<file path="config.mk">
export PLATFORM = sky130hd
export DESIGN_NAME = vga_reg_snapshot
export DESIGN_NICKNAME = d
export VERILOG_FILES = /design/src/rtl/vga_reg_snapshot.sv
export SDC_FILE = /design/constraint.sdc
export NUM_CORES = 1
export LEC_CHECK = 0
export CELL_PAD_IN_SITES_DETAIL_PLACEMENT = 1
export CELL_PAD_IN_SITES_GLOBAL_PLACEMENT = 2
export CORE_MARGIN = 2
export CORE_UTILIZATION = 50
export CTS_CLUSTER_DIAMETER = 60
export DETAILED_ROUTE_END_ITERATION = 16
export GPL_TIMING_DRIVEN = 0
export PLACE_DENSITY = 0.87
export SYNTH_ARGS = -nofsm -noshare
export SYNTH_HDL_FRONTEND = slang
export SYNTH_SLANG_ARGS = --single-unit
export TNS_END_PERCENT = 10
</file>
<file path="constraint.sdc">
create_clock -name px_clk -period 4.13 [get_ports px_clk]
set_input_delay 0.413 -clock px_clk [delete_from_list [all_inputs] [get_ports px_clk]]
set_output_delay 0.413 -clock px_clk [all_outputs]
set_load 0.05 [all_outputs]
</file>
<file path="src/rtl/vga_reg_snapshot.sv">
// Frame-coherent shadow of DEPTH source bytes, captured at vblank into the back bank and swapped on completion.
// Read port is 1 cycle; the source bus is req/ack with a per-byte timeout, so a stalled source cannot hang a pass.
module vga_reg_snapshot #(
    parameter int unsigned DEPTH       = 16,
    parameter logic [9:0]  VBLANK_LINE = 10'd480,
    parameter int unsigned TIMEOUT     = 16,
    parameter logic [7:0]  ERR_BYTE    = 8'hEE
) (
    input  logic       px_clk,
    input  logic       reset,
    input  logic [9:0] y,
    input  logic       enable,
    output logic       src_req,
    output logic [7:0] src_addr,
    input  logic       src_ack,
    input  logic [7:0] src_data,
    input  logic [7:0] rd_addr,
    output logic [7:0] rd_data,
    output logic       busy,
    output logic       frame_done,
    output logic       disp_bank,
    output logic       overrun,
    output logic       timeout_err
);
    localparam int unsigned AW        = (DEPTH > 1) ? $clog2(DEPTH) : 1;
    localparam logic [7:0]  LAST_IDX  = 8'(DEPTH - 1);
    localparam logic [7:0]  WAIT_LAST = 8'(TIMEOUT - 1);

    typedef enum logic [1:0] {S_IDLE, S_REQ, S_NEXT, S_SWAP} state_t;

    state_t     state_q;
    logic [9:0] y_prev_q;
    logic [7:0] idx_q;
    logic [7:0] wait_q;
    logic [7:0] rd_data_q;
    logic       src_req_q;
    logic       busy_q;
    logic       frame_done_q;
    logic       disp_bank_q;
    logic       overrun_q;
    logic       timeout_err_q;
    logic [7:0] mem_q [2][DEPTH];

    logic       trig;
    logic       wr_en;
    logic [7:0] wr_dat;
    logic       rd_in_range;

    assign trig        = (y == VBLANK_LINE) && (y_prev_q != VBLANK_LINE);
    // A byte completes on ack, or on the TIMEOUT-th REQ cycle without one.
    assign wr_en       = (state_q == S_REQ) && (src_ack || (wait_q == WAIT_LAST));
    assign wr_dat      = src_ack ? src_data : ERR_BYTE;
    assign rd_in_range = ({1'b0, rd_addr} < 9'(DEPTH));

    always_ff @(posedge px_clk) begin
        if (reset) begin
            state_q       <= S_IDLE;
            y_prev_q      <= VBLANK_LINE;
            idx_q         <= 8'h00;
            wait_q        <= 8'h00;
            rd_data_q     <= 8'h00;
            src_req_q     <= 1'b0;
            busy_q        <= 1'b0;
            frame_done_q  <= 1'b0;
            disp_bank_q   <= 1'b0;
            overrun_q     <= 1'b0;
            timeout_err_q <= 1'b0;
        end else begin
            y_prev_q     <= y;
            frame_done_q <= 1'b0;
            rd_data_q    <= rd_in_range ? mem_q[disp_bank_q][rd_addr[AW-1:0]] : 8'h00;
            if (trig && (state_q != S_IDLE)) begin
                overrun_q <= 1'b1;
            end
            case (state_q)
                S_IDLE: begin
                    if (trig && enable) begin
                        idx_q     <= 8'h00;
                        wait_q    <= 8'h00;
                        src_req_q <= 1'b1;
                        busy_q    <= 1'b1;
                        state_q   <= S_REQ;
                    end
                end
                S_REQ: begin
                    wait_q <= wait_q + 8'h01;
                    if (wr_en) begin
                        src_req_q <= 1'b0;
                        state_q   <= S_NEXT;
                        if (!src_ack) begin
                            timeout_err_q <= 1'b1;
                        end
                    end
                end
                S_NEXT: begin
                    if (idx_q == LAST_IDX) begin
                        state_q <= S_SWAP;
                    end else begin
                        idx_q     <= idx_q + 8'h01;
                        wait_q    <= 8'h00;
                        src_req_q <= 1'b1;
                        state_q   <= S_REQ;
                    end
                end
                S_SWAP: begin
                    disp_bank_q  <= ~disp_bank_q;
                    frame_done_q <= 1'b1;
                    busy_q       <= 1'b0;
                    state_q      <= S_IDLE;
                end
                default: state_q <= S_IDLE;
            endcase
        end
    end

    // Captures always land in the hidden bank, so the overlay never sees a half-written frame.
    always_ff @(posedge px_clk) begin
        if (wr_en && !reset) begin
            mem_q[~disp_bank_q][idx_q[AW-1:0]] <= wr_dat;
        end
    end

    assign src_req     = src_req_q;
    assign src_addr    = idx_q;
    assign rd_data     = rd_data_q;
    assign busy        = busy_q;
    assign frame_done  = frame_done_q;
    assign disp_bank   = disp_bank_q;
    assign overrun     = overrun_q;
    assign timeout_err = timeout_err_q;

endmodule
</file>
==> results of run 1 <==
[layout make-up]
class	count	area [um^2]
plain buffers	29	178
clock buffers	38	812
clock inverters	18	239
fillers	2100	9560
inverters	7	26.3
multi-input cells	300	3030
flip-flops and latches	299	8550
well taps	319	399
repair buffers	47	470
[state kept, by name (all words and copies together) (netlist names), 2 cells and up, named ones only]
| signal | cells |
|---|---|
| state_q | 2 |
| wait_q | 8 |
| src_addr | 8 |
| y_prev_q | 10 |
| rd_data | 8 |
| mem_q | 256 |
[cell families after synthesis]
group                      count (synthesis)  share of synthesized area (%)
DFF                                      299                           72.6
and+or+nand+nor                          137                           6.21
muxes                                     96                           15.2
AOI/OAI and AO/OA                         61                           3.67
buffers and inverters                     36                           1.73
adders and majority gates                  5                          0.531
xor gates and xnor gates                   1                         0.0744
[layer usage]
metal / vias to the layer above / track usage, % / wire (um)
li1: 2737 / - / -
met1: 3272 / 31.4 / 11500
met2: 195 / 38.6 / 13700
met3: 42 / 3.33 / 1480
met4: 0 / 7.75 / 788
met5: - / 0 / 0
[power groups by stage]
stage,Sequential (uW),Clock (uW),Combinational [uW]
final,3280,2870,193
after global routing,3280,3010,206
after CTS,3280,2910,195
after detailed placement,3350,0,194
after global placement,3350,0,184
after floorplan,3350,0,104
[worst min-delay path: cells and delay by family]
family / cells / cell delay, ns
buffers and inverters: 2 / 0.22
and+or+nand+nor: 1 / 0.10
AOI/OAI and AO/OA: 1 / 0.07
[cell usage after synthesis (all sizes together), types with 4 or more instances]
cell	count	area, um^2
edfxtp	256	7690
mux4	64	1450
nor2	54	203
dfxtp	43	861
buf	17	128
a21oi	16	80.1
mux2	16	180
mux2i	16	160
nand2	16	60.1
clkbuf	11	41.3
nand2b	10	62.6
nor3	10	55.1
a22oi	8	60.1
o221ai	8	70.1
inv	7	26.3
o21ai	7	35.0
nand3	6	30.0
nor2b	6	37.5
a211oi	5	37.5
and3	5	31.3
ha	5	62.6
nand3b	5	37.5
nor4	5	50.1
a41oi	4	42.6
or2	4	25.0
[layout by cell type (no fill, tap or decap), drive strengths merged, types with 8 or more instances in the layout]
master	n
edfxtp	256
mux4	64
nor2	54
clkbuf	49
clkdlybuf4s50	47
dfxtp	43
buf	17
a21oi	16
nand2	16
mux2i	16
mux2	16
clkinv	12
nand2b	10
nor3	10
a22oi	8
o221ai	8
[how the worst min path moves through the flow]
stage	slack, ns	to	from
floorplan	0.45	wait_q[7]$_SDFFE_PP0P_	wait_q[7]$_SDFFE_PP0P_
global placement	0.45	src_req$_SDFFE_PP0P_	src_req$_SDFFE_PP0P_
detailed placement	0.46	overrun$_SDFFE_PP0P_	overrun$_SDFFE_PP0P_
CTS	0.32	timeout_err$_SDFFE_PP0P_	reset
global route	0.34	timeout_err$_SDFFE_PP0P_	reset
finish	0.33	timeout_err$_SDFFE_PP0P_	reset
[through the flow]
stage	util, %	setup slack (ns)
finish	58.9	1.11
global route	58.9	0.966
CTS	58.9	1.15
detailed placement	54.4	0.918
global placement	54.4	1.04
floorplan	-	2.01
==> results.toml, run 1 <==
[clock_tree]
postCtsSetupBuffers = 0
root_buffer = "clkbuf_16"
hold_buffers = 0
cts.repair.resized = 0
clock_sinks = 299
cts_buffer_depth = 3
cts_inserted_buffers = 30
path_clk_slew_ns = 0.06
clk_latency_ns = 0.55
cts_tree = "built"
h-tree-depth = 1

[synthesis]
synth_nets = 670
synth_ff_type = "edfxtp_1"
synth_edf_count = 256
async_flop_share_pct = 0
synth_cells = 635
yosysSeqAreaShare_pct = 72.6
synth_area_um2 = 11800
avgSynthCellArea_um2 = 18.5
yosysUniqueCellTypes = 56
ys_warn_count = 0
ys_ff_latch = 299

[placement]
routabilityCongestion = 0.801
io_buffers = 47
dpl.hpwl_um = 17800
dpl_cell_area_um2 = 12600
place_inst = 1001

[die]
core-area_um2 = 23300
pin_count = 52
die_h_um = 157
initial_core_util_pct = 50.6
std_cell_rows = 56
die-area_um2 = 24800
die_w_um = 157

[sta]
min_period_ns = 3.02
finClkSkew_ns = 0.0133
rsz0062_at_grt = "no"
tns_ns = 0
whs_ns = 0.330
max_slew_margin_pct = 6.35
fin_crit_sh_pct = 73.0
worstMarginPinSlew_ns = 1.40
report.final.hold_viol_count = 0
setup_viol = 0
timing.fmax_ghz = 0.332
report.final.slew_viol_count = 0

[routing]
drtPass1Iterations = 5
drt-initial-drc-count = 518
wl_um = 27500
drc = 0
num_vias = 6246
wire_per_inst_um = 26.0
vias_per_cell = 5.91
ant_nets = 0

[min_path]
hold_path_class = "input pin to register"
hold_depth = 4

[power_and_ir_drop]
sw_frac_of_total_pct = 19.4
switching_power_uw = 1230
leakagePower_uw = 0.00424
clock_power_share_pct = 45.3
power_frac_seq_pct = 51.7
power_frac_comb_pct = 3.0
p_int_uw = 5120
finalPower_uw = 6350
power_density_nw_per_um2 = 463
ir_drop_mv = 0.299

[grt]
grt_max_degree = 33
track_usage_pct = 23.1
grt_pass1_wl_um = 41700
antenna_found_initial = 0
overflow = 0
grt_pass1_vias = 6831

[critical_path]
cpPeakStageDelay_ns = 0.90
cp_top_family = "simple AND/OR/NAND/NOR gates"
worstRegToRegCells = 6
rr_endpoint = "mem_q[1][10]$_DFFE_PP_"
critical_path.max_fanout = 8
required_ns = 4.29
cp_cell_sequence = "ha_1 > and3_1 > a21oi_1 > nor3_2 > nand2_1 > nor2_1"
cp-start-kind = "register"
cp_num_cells = 6
crit_type = "register to register"
slowest_stage = "nor2_1"
cp_data_arrival_time_ns = 3.18
r2r-start = "wait_q[0]$_SDFFE_PP0P_"
endpoint = "mem_q[1][10]$_DFFE_PP_"
startpoint = "wait_q[0]$_SDFFE_PP0P_"
critPathCaptureType = "register"
worst-path-buf-inv = 0
r2r_slack_ns = 1.11

[run]
drv_cap = 0

[finish]
instances_no_fill = 1057
syn_to_final_growth_pct = 16.3
design_area_um2 = 13700
nets = 749
diodes = 0
drive_gt1_share_pct = 20.7

[status]
status = "finished, final reports clean"
Note: power is estimated with default switching activity, not from simulation.
==> run 2, diff against run 1 <==
--- a/config.mk
+++ b/config.mk
@@ -8,11 +8,11 @@
 export CELL_PAD_IN_SITES_DETAIL_PLACEMENT = 1
 export CELL_PAD_IN_SITES_GLOBAL_PLACEMENT = 2
 export CORE_MARGIN = 2
-export CORE_UTILIZATION = 50
+export CORE_UTILIZATION = 46
 export CTS_CLUSTER_DIAMETER = 60
 export DETAILED_ROUTE_END_ITERATION = 16
 export GPL_TIMING_DRIVEN = 0
-export PLACE_DENSITY = 0.87
+export PLACE_DENSITY = 0.81
 export SYNTH_ARGS = -nofsm -noshare
 export SYNTH_HDL_FRONTEND = slang
 export SYNTH_SLANG_ARGS = --single-unit
==> constraint.sdc (replaced) <==
create_clock -name px_clk -period 2.9 [get_ports px_clk]
set_input_delay 0.29 -clock px_clk [delete_from_list [all_inputs] [get_ports px_clk]]
set_output_delay 0.29 -clock px_clk [all_outputs]
set_load 0.05 [all_outputs]
==> results.toml, run 2 (synthesis results as in run 1) <==
[routing]
vias_per_cell = 5.83
num_vias = 6239
wl_um = 28300
drt-initial-drc-count = 501
drtPass1Iterations = 4
drc = 0
wire_per_inst_um = 26.5
ant_nets = 0

[grt]
grt_pass1_wl_um = 42800
antenna_found_initial = 0
grt_pass1_vias = 6662
track_usage_pct = 21.9
overflow = 0
grt_max_degree = 33

[critical_path]
critPathCaptureType = "register"
worstRegToRegCells = 6
cp-start-kind = "register"
critical_path.max_fanout = 8
cp_data_arrival_time_ns = 3.07
required_ns = 3.09
crit_type = "register to register"

[sta]
report.final.slew_viol_count = 0
worstMarginPinSlew_ns = 1.35
setup_viol = 0
tns_ns = 0
rsz0062_at_grt = "yes"
fin_crit_sh_pct = 99.3
post-route-worst-setup-slack_ns = 0.0201
timing.fmax_ghz = 0.347
max_slew_margin_pct = 9.97
min_period_ns = 2.88
report.final.hold_viol_count = 0
finClkSkew_ns = 0.0136
whs_ns = 0.215

[die]
initial_core_util_pct = 46.8
core-area_um2 = 25200
pin_count = 52
die_w_um = 164
die_h_um = 164
std_cell_rows = 58
die-area_um2 = 26900

[clock_tree]
clock_sinks = 299
cts_buffer_depth = 3
root_buffer = "clkbuf_16"
h-tree-depth = 1
clk_latency_ns = 0.56
cts_tree = "built"
cts_inserted_buffers = 31
path_clk_slew_ns = 0.06

[finish]
final_common_cell = "edfxtp_1"
nets = 750
diodes = 0
multi_input_area_um2 = 3120
regArea_um2 = 8550
drive_gt1_share_pct = 24.9
largest_reg_flops = 256
syn_to_final_growth_pct = 16.8
layout_common_cells = "edfxtp_1, mux4_2, clkdlybuf4s50_1"
design_area_um2 = 13800
n_fill_cell = 2221

[status]
status = "finished, final reports clean"

[power_and_ir_drop]
power_density_nw_per_um2 = 646
ir_drop_mv = 0.442
leakagePower_uw = 0.00422

[min_path]
hold_path_class = "input pin to register"
hold_depth = 4

[run]
drv_cap = 0

[placement]
routabilityCongestion = 0.809
dpl.hpwl_um = 18600
pre_cts_ws_ns = -0.244
dpl_cell_area_um2 = 12700
io_buffers = 47
==> run 2: final timing paths <==
path                     startpoint                       end  slack (ns)
max          wait_q[0]$_SDFFE_PP0P_     mem_q[1][1]$_DFFE_PP_        0.02
min                           reset  timeout_err$_SDFFE_PP0P_        0.22
max reg2reg  wait_q[0]$_SDFFE_PP0P_     mem_q[1][1]$_DFFE_PP_        0.02
min reg2reg    src_req$_SDFFE_PP0P_      src_req$_SDFFE_PP0P_        0.47
==> run 2: critical path, stage by stage, from the launching register on <==
cell	delay (ns)
dfxtp_1	0.37
ha_1	0.20
and3_1	0.26
a21oi_1	0.15
nor3_2	0.37
nand2_1	0.52
nor2_2	0.64
==> run 2: what timing repair did <==
| item | CTS | global route |
|---|---|---|
| gates resized for setup | 5 | 25 |
| buffers inserted | 0 | 0 |
| hold buffers | 0 | 0 |
| setup endpoints to repair | 56 | 240 |
==> run 2: cell type report <==
cell class | instances | area share (%)
inverters | 7 | 0.191
flip-flops and latches | 299 | 62.1
plain buffers | 29 | 1.29
multi-input cells | 300 | 22.7
repair buffers | 47 | 3.42
well taps | 330 | 3.00
clock buffers | 38 | 5.83
clock inverters | 20 | 1.46
==> run 2: per-stage QoR <==
step	total power (uW)	utilization, %	cells
2_1_floorplan	4920	-	635
4_1_cts	8940	54.3	1070
3_3_place_gp	5030	50.3	1012
3_5_place_dp	5050	50.3	1012
5_1_grt	9140	54.6	1070
6_report	8880	54.6	1070
==> run 2: layer usage <==
metal | global-route usage (%) | vias up | share of wire (%)
li1 | - | 2746 | -
met1 | 30.4 | 3238 | 41
met2 | 36.5 | 225 | 51
met3 | 3.31 | 30 | 6.1
met4 | 6.22 | 0 | 2.0
met5 | 0 | - | 0
==> run 2: power breakdown <==
| group | switching (uW) | internal, uW |
|---|---|---|
| registers | 2.09 | 4670 |
| logic | 172 | 110 |
| clock network | 1610 | 2320 |
